### src/rtl/audio_pkg.sv
// audio_pkg: shared mode encoding, default widths and saturation helper for the audio path
package audio_pkg;
  typedef enum logic [1:0] {
    MODE_BYPASS = 2'b00,
    MODE_GAIN   = 2'b01,
    MODE_MUTE   = 2'b10,
    MODE_RSVD   = 2'b11
  } mode_e;
  localparam int SAMPLE_W_DEF = 16;
  localparam int GAIN_FRAC_DEF = 6;
  function automatic logic signed [63:0] saturate(input logic signed [63:0] v, input int w);
    logic signed [63:0] hi, lo;
    hi = (64'sd1 <<< (w - 1)) - 64'sd1;
    lo = -(64'sd1 <<< (w - 1));
    return v > hi ? hi : v < lo ? lo : v;
  endfunction
endpackage

### src/rtl/audio_fifo.sv
// audio_fifo: synchronous FIFO with a register-array head and an occupancy count
module audio_fifo #(
  parameter int W = 17,
  parameter int DEPTH = 8,
  localparam int AW = $clog2(DEPTH),
  localparam int LW = AW + 1
) (
  input  logic          clk,
  input  logic          rst_n,
  input  logic          push,
  input  logic [W-1:0]  din,
  input  logic          pop,
  output logic [W-1:0]  dout,
  output logic          valid,
  output logic [LW-1:0] level
);
  logic [W-1:0] mem [DEPTH];
  logic [AW-1:0] wr_ptr, rd_ptr;
  assign dout = mem[rd_ptr];
  assign valid = level != '0;
  // storage, pointers and level; callers never push on full or pop on empty
  always_ff @(posedge clk or negedge rst_n)
    if (!rst_n) begin
      for (int i = 0; i < DEPTH; i++) mem[i] <= '0;
      wr_ptr <= '0;
      rd_ptr <= '0;
      level <= '0;
    end else begin
      if (push) begin
        mem[wr_ptr] <= din;
        wr_ptr <= wr_ptr + 1'b1;
      end
      if (pop) rd_ptr <= rd_ptr + 1'b1;
      level <= level + LW'(push) - LW'(pop);
    end
endmodule

### src/rtl/audio_path.sv
// audio_path: channel-tagging, per-frame effect pipeline feeding an output FIFO (AUDIO_PATH_STATS_EN adds drop_cnt)
module audio_path
  import audio_pkg::*;
#(
  parameter int SAMPLE_W = SAMPLE_W_DEF,
  parameter int CHANNELS = 2,
  parameter int FIFO_DEPTH = 8,
  parameter int GAIN_W = 8,
  parameter int GAIN_FRAC = GAIN_FRAC_DEF,
  localparam int CH_W = CHANNELS > 1 ? $clog2(CHANNELS) : 1,
  localparam int LVL_W = $clog2(FIFO_DEPTH) + 1
) (
  input  logic                clk_25mhz,
  input  logic                reset,
  input  logic                in_valid,
  input  logic [SAMPLE_W-1:0] in_sample,
  output logic                in_ready,
  input  logic [1:0]          mode,
  input  logic [GAIN_W-1:0]   gain,
  output logic                out_valid,
  output logic [SAMPLE_W-1:0] out_sample,
  output logic [CH_W-1:0]     out_channel,
  input  logic                out_ready,
  output logic [LVL_W-1:0]    fifo_level
`ifdef AUDIO_PATH_STATS_EN
  ,
  output logic [15:0]         drop_cnt
`endif
);
  localparam int P_W = SAMPLE_W + GAIN_W + 1;
  logic [CH_W-1:0] ch_cnt, s1_ch, s2_ch;
  mode_e mode_q, mode_eff, s1_mode;
  logic [GAIN_W-1:0] gain_q, gain_eff;
  logic accept, dropped, s1_v, s2_v;
  logic signed [P_W-1:0] s1_prod;
  logic [SAMPLE_W-1:0] s1_sample, s2_sample, gained, result;
  logic signed [63:0] rounded;
  logic [CH_W+SAMPLE_W-1:0] head;
  // the first sample of a frame uses the live controls, later ones the latched copy
  assign mode_eff = ch_cnt == '0 ? mode_e'(mode) : mode_q;
  assign gain_eff = ch_cnt == '0 ? gain : gain_q;
  // reserve a FIFO slot for every sample still in the pipeline so nothing can overflow
  assign in_ready = int'(fifo_level) + int'(s1_v) + int'(s2_v) < FIFO_DEPTH;
  assign accept = in_valid && in_ready;
  assign dropped = in_valid && !in_ready;
  // channel counter follows every strobe so frames stay aligned through drops
  always_ff @(posedge clk_25mhz or negedge reset)
    if (!reset) begin
      ch_cnt <= '0;
      mode_q <= MODE_BYPASS;
      gain_q <= GAIN_W'(1 << GAIN_FRAC);
    end else if (in_valid) begin
      ch_cnt <= ch_cnt == CH_W'(CHANNELS - 1) ? '0 : ch_cnt + 1'b1;
      mode_q <= mode_eff;
      gain_q <= gain_eff;
    end
  // stage 1: multiply by the unsigned gain, carrying the raw sample, tag and mode
  always_ff @(posedge clk_25mhz or negedge reset)
    if (!reset) begin
      s1_v <= 1'b0;
      s1_prod <= '0;
      s1_sample <= '0;
      s1_ch <= '0;
      s1_mode <= MODE_BYPASS;
    end else begin
      s1_v <= accept;
      s1_prod <= $signed(in_sample) * $signed({1'b0, gain_eff});
      s1_sample <= in_sample;
      s1_ch <= ch_cnt;
      s1_mode <= mode_eff;
    end
  // round half up, drop the fraction, clamp, then pick the effect for this frame
  always_comb begin
    rounded = ($signed({{(64 - P_W){s1_prod[P_W-1]}}, s1_prod}) + (64'sd1 <<< (GAIN_FRAC - 1))) >>> GAIN_FRAC;
    gained = SAMPLE_W'(saturate(rounded, SAMPLE_W));
    result = s1_mode == MODE_GAIN ? gained : s1_mode == MODE_MUTE ? '0 : s1_sample;
  end
  // stage 2: hold the finished sample for the FIFO write
  always_ff @(posedge clk_25mhz or negedge reset)
    if (!reset) begin
      s2_v <= 1'b0;
      s2_sample <= '0;
      s2_ch <= '0;
    end else begin
      s2_v <= s1_v;
      s2_sample <= result;
      s2_ch <= s1_ch;
    end
  audio_fifo #(.W(CH_W + SAMPLE_W), .DEPTH(FIFO_DEPTH)) u_fifo (
    .clk(clk_25mhz),
    .rst_n(reset),
    .push(s2_v),
    .din({s2_ch, s2_sample}),
    .pop(out_valid && out_ready),
    .dout(head),
    .valid(out_valid),
    .level(fifo_level)
  );
  assign {out_channel, out_sample} = head;
`ifdef AUDIO_PATH_STATS_EN
  // saturating count of samples refused for lack of space
  always_ff @(posedge clk_25mhz or negedge reset)
    if (!reset) drop_cnt <= '0;
    else if (dropped && drop_cnt != 16'hFFFF) drop_cnt <= drop_cnt + 1'b1;
`else
  logic unused_drop;
  assign unused_drop = dropped;
`endif
endmodule

### config.mk
export PLATFORM = sky130hd
export DESIGN_NAME = audio_path
export DESIGN_NICKNAME = d
export VERILOG_FILES = /design/src/rtl/audio_pkg.sv /design/src/rtl/audio_fifo.sv /design/src/rtl/audio_path.sv
export SDC_FILE = /design/constraint.sdc
export NUM_CORES = 1
export LEC_CHECK = 0
export ABC_AREA = 1
export ABC_CLOCK_PERIOD_IN_PS = 6400
export BUFFER_PORTS_ARGS = -buffer_cell sky130_fd_sc_hd__buf_4
export CORE_UTILIZATION = 49
export CTS_BUF_LIST = sky130_fd_sc_hd__clkbuf_2 sky130_fd_sc_hd__clkbuf_4 sky130_fd_sc_hd__clkbuf_8
export CTS_CLUSTER_DIAMETER = 30
export DETAILED_ROUTE_END_ITERATION = 16
export PLACE_DENSITY = 0.7
export REMOVE_ABC_BUFFERS = 1
export SYNTH_ARGS = -nofsm -noshare
export SYNTH_HDL_FRONTEND = slang
export SYNTH_SLANG_ARGS = --single-unit
### constraint.sdc
create_clock -name clk_25mhz -period 6.4 [get_ports clk_25mhz]
set_input_delay 1.92 -clock clk_25mhz [delete_from_list [all_inputs] [get_ports clk_25mhz]]
set_output_delay 1.92 -clock clk_25mhz [all_outputs]
set_load 0.05 [all_outputs]
==> summary.md <==
| Metric | Value |
|---|---|
| # IOs | 53 |
| Placed cell areas | 15100 um^2 |
| Slowest Stage Delay on Critical Path | 0.58 ns |
| Status | finished clean |
| Predominant post-synthesis flop cell | dfrtp_1 |
| Sequential area share after synthesis | 0.380 |
| Worst-Skew Late Latency | ~0.54 ns |
| Nets | 1973 |
| CP Cell Sequence | buf_4 > inv_1 > nor2_1 > fa_1 > inv_1 > fa_1 > inv_1 > fa_1 > inv_1 > fa_1 > inv_1 > ha_1 > nand4_1 > nor3_1 > nand2_1 > o211ai_1 > xor2_1 |
| Ratio of cells with drive above 1 in the final layout | 0.122 |
| Ant diodes | 0 |
| WL/cell | 14.9 um |
| Die Y | 172 um |
| Iter 0 DRT Violations | 755 |
| Placed cells | approximately 2.1k |
| Commonest cells after routing, fill and taps aside | nand2_1 (357), inv_1 (256), nor2_1 (224) |
| Crit Path Max Fanout | 8 |
| R2R depth | 21 |
| Total CTS buffers | 42 |
| Final setup violating endpoints | 0 |
| EDFF count, synth | 0 |
| Reg2Reg Setup Slack | 1.08 ns |
| Initial antenna violation count | 1 |
| Max Cap Viol | 0 |
| Detailed Place HPWL | 23100 um |
| Final Max Tran Viols | 0 |
| FFs w/ async S/R, synth | 1.00 |
| CTS resizes | 0 |
| Final Non-Filler Cells | 2193 |
| Fmax | between 150 and 200 MHz |
| Clk sinks | 215 |
| Drt via density | ~5.2 |
| Pin count of the biggest net entering global routing | 110 |
| Max Buffers Root-to-Sink | 3 |
| WP data required | 6.84 ns |
| Placement Rows | between 60 and 70 |
| Min Tclk post-route | roughly 5.9 ns |
| Max H-tree Level | 2 |
| Setup Fix Bufs, Post-CTS | 0 |
| Util after Layout | 0.576 |
| Worst Hold Endpoint | s2_v$_DFF_PN0_ |
| Routed Antenna Nets | 0 |
| CORE AREA | roughly 28000 um^2 |
| Worst reg2reg startpoint | ch_cnt$_DFFE_PN0P_ |
| CTS Hold Bufs | 0 |
| Cells after Synth | ~1.7k |
| Initial Util | 0.505 |
| CP startpoint kind | input pin |
| Drt pass-1 iters | 5 |
| Die footprint | 29600 um^2 |
| Vias in the first global route | 11.5k |
| Detailed Route WL | 32700 um |
| Worst r2r dst | s1_prod[21]$_DFF_PN0_ |
| CTS root buffer | clkbuf_8 |
| CP Capture Type | flop |
| Worst path slowest cell | fa_1 |
| Global Route Usage Sum | 0.235 |
| Commonest non-fill, non-tap cell in the layout | nand2_1 |
| Design Area, Final | between 15000 and 20000 um^2 |
| Hold path depth | 0 |
| Ys Warns | 0 |
| Layout fillers | 2558 |
| Period Utilization, post-route | 0.915 |
| Syn Area/Cell | 8.33 um^2 |
| Yosys reg bits | 215 |
| Relative slew slack | 0.349 |
| DRC viols | 0 |
| Crit path kind | input pin to flop |
| Worst slew pin tran | roughly 0.97 ns |
| Crit-path most repeated cell | inv_1 |
| RSZ-0062 raised after global routing | false |
| CTS tree | yes |
| Min-Delay Startpoint | s1_v$_DFF_PN0_ |
| Final number of hold-violating endpoints | 0 |
| PortBufs | 52 |
| GPL Wtd Cong | a little over 0.9 |
| Worst clock skew | 0.0227 ns |
| Crit path DAT | 6.30 ns |
| Clock slew at reported path FFs | 0.05 ns |
| Worst min path class | flop to flop |
| Synth Cell Area | 14200 um^2 |
| First-pass GRT wire length | about 55000 um |
| Vias post-DR | 11.4k |
| Gr ovfl total | 0 |
| Die W | roughly 170 um |
| Layout area overhead | 14.1% |
| Count of different cell masters after synthesis | between 40 and 50 |
-- worst max-delay path by stage --
stage                             start               endpoint  slack [ns]  depth (start not counted)
after detailed placement  in_sample[15]  s1_prod[24]$_DFF_PN0_        0.04                         19
after floorplan                 gain[4]  s1_prod[22]$_DFF_PN0_       -0.12                         16
after global placement    in_sample[15]  s1_prod[24]$_DFF_PN0_        0.06                         19
final                     in_sample[15]  s1_prod[21]$_DFF_PN0_        0.55                         17
after CTS                 in_sample[15]  s1_prod[24]$_DFF_PN0_        0.58                         19
after global routing      in_sample[15]  s1_prod[24]$_DFF_PN0_        0.31                         19
-- flip-flops by register name, indices dropped and copies added (netlist names) --
signal	cells
s2_ch	1
u_fifo.level	4
mode_q	2
s2_v	1
s1_ch	1
s1_prod	20
gain_q	8
ch_cnt	1
u_fifo.rd_ptr	3
s1_sample	16
u_fifo.mem	136
u_fifo.wr_ptr	3
s1_v	1
s2_sample	16
s1_mode	2
-- metal layers --
metal | vias to the layer above | wire [um] | track usage | share of wire
li1 | 5491 | - | - | -
met1 | 5479 | 13800 | 0.288 | 0.42
met2 | 313 | 16300 | 0.421 | 0.50
met3 | 71 | 1610 | 0.0314 | 0.049
met4 | 0 | 944 | 0.0820 | 0.029
met5 | - | 0 | 0 | 0
-- critical path: cells and delay by family --
kind            cells  cell delay [ns]
buf+inv             6             0.68
xor+xnor            1             0.17
fa+ha+maj           5             2.55
simple gates        4             0.74
compound gates      1             0.21
-- Yosys cell counts (all sizes together), types with 8 or more instances --
cell type,instances,area (um^2)
xor2,28,245
nor2,233,912
ha,57,713
nor3,8,50.1
dfrtp,214,5360
o211ai,19,143
fa,103,2060
a21oi,25,125
a31oi,18,128
inv,259,972
nand3,37,213
xnor2,12,105
o21ai,206,1030
nand2,371,1440
clkbuf,60,255
o32ai,17,149
-- cells by family (layout without fill, tap and decap cells) --
kind of cell / count (synthesis) / in the layout / synth area share
simple gates: 658 / 658 / 0.188
buf+inv: 328 / 441 / 0.0909
compound gates: 299 / 299 / 0.119
flops: 215 / 215 / 0.380
fa+ha+maj: 160 / 160 / 0.196
xor+xnor: 40 / 40 / 0.0247
mux: 2 / 2 / 0.00141
-- final cells by class --
cell class                 instances  area [um^2]  area share
clock buffer                      58          748      0.0463
inverter                         261          980      0.0606
clock inverter                    18          282      0.0174
sequential                       215         5380       0.333
tap                              378          473      0.0292
timing repair buffer             104          801      0.0495
multi-input combinational       1159         7510       0.464
-- stage by stage --
step | setup slack [ns] | setup TNS, ns | hold WS (ns)
6_report | 0.545 | 0 | 0.380
5_1_grt | 0.309 | 0 | 0.395
4_1_cts | 0.584 | 0 | 0.377
3_5_place_dp | 0.0372 | 0 | 0.365
3_3_place_gp | 0.0635 | 0 | 0.357
2_1_floorplan | -0.121 | -0.178 | 0.331
Power is not shown: default switching activity piles up to over one toggle a cycle in this logic, so the estimate is an artifact.
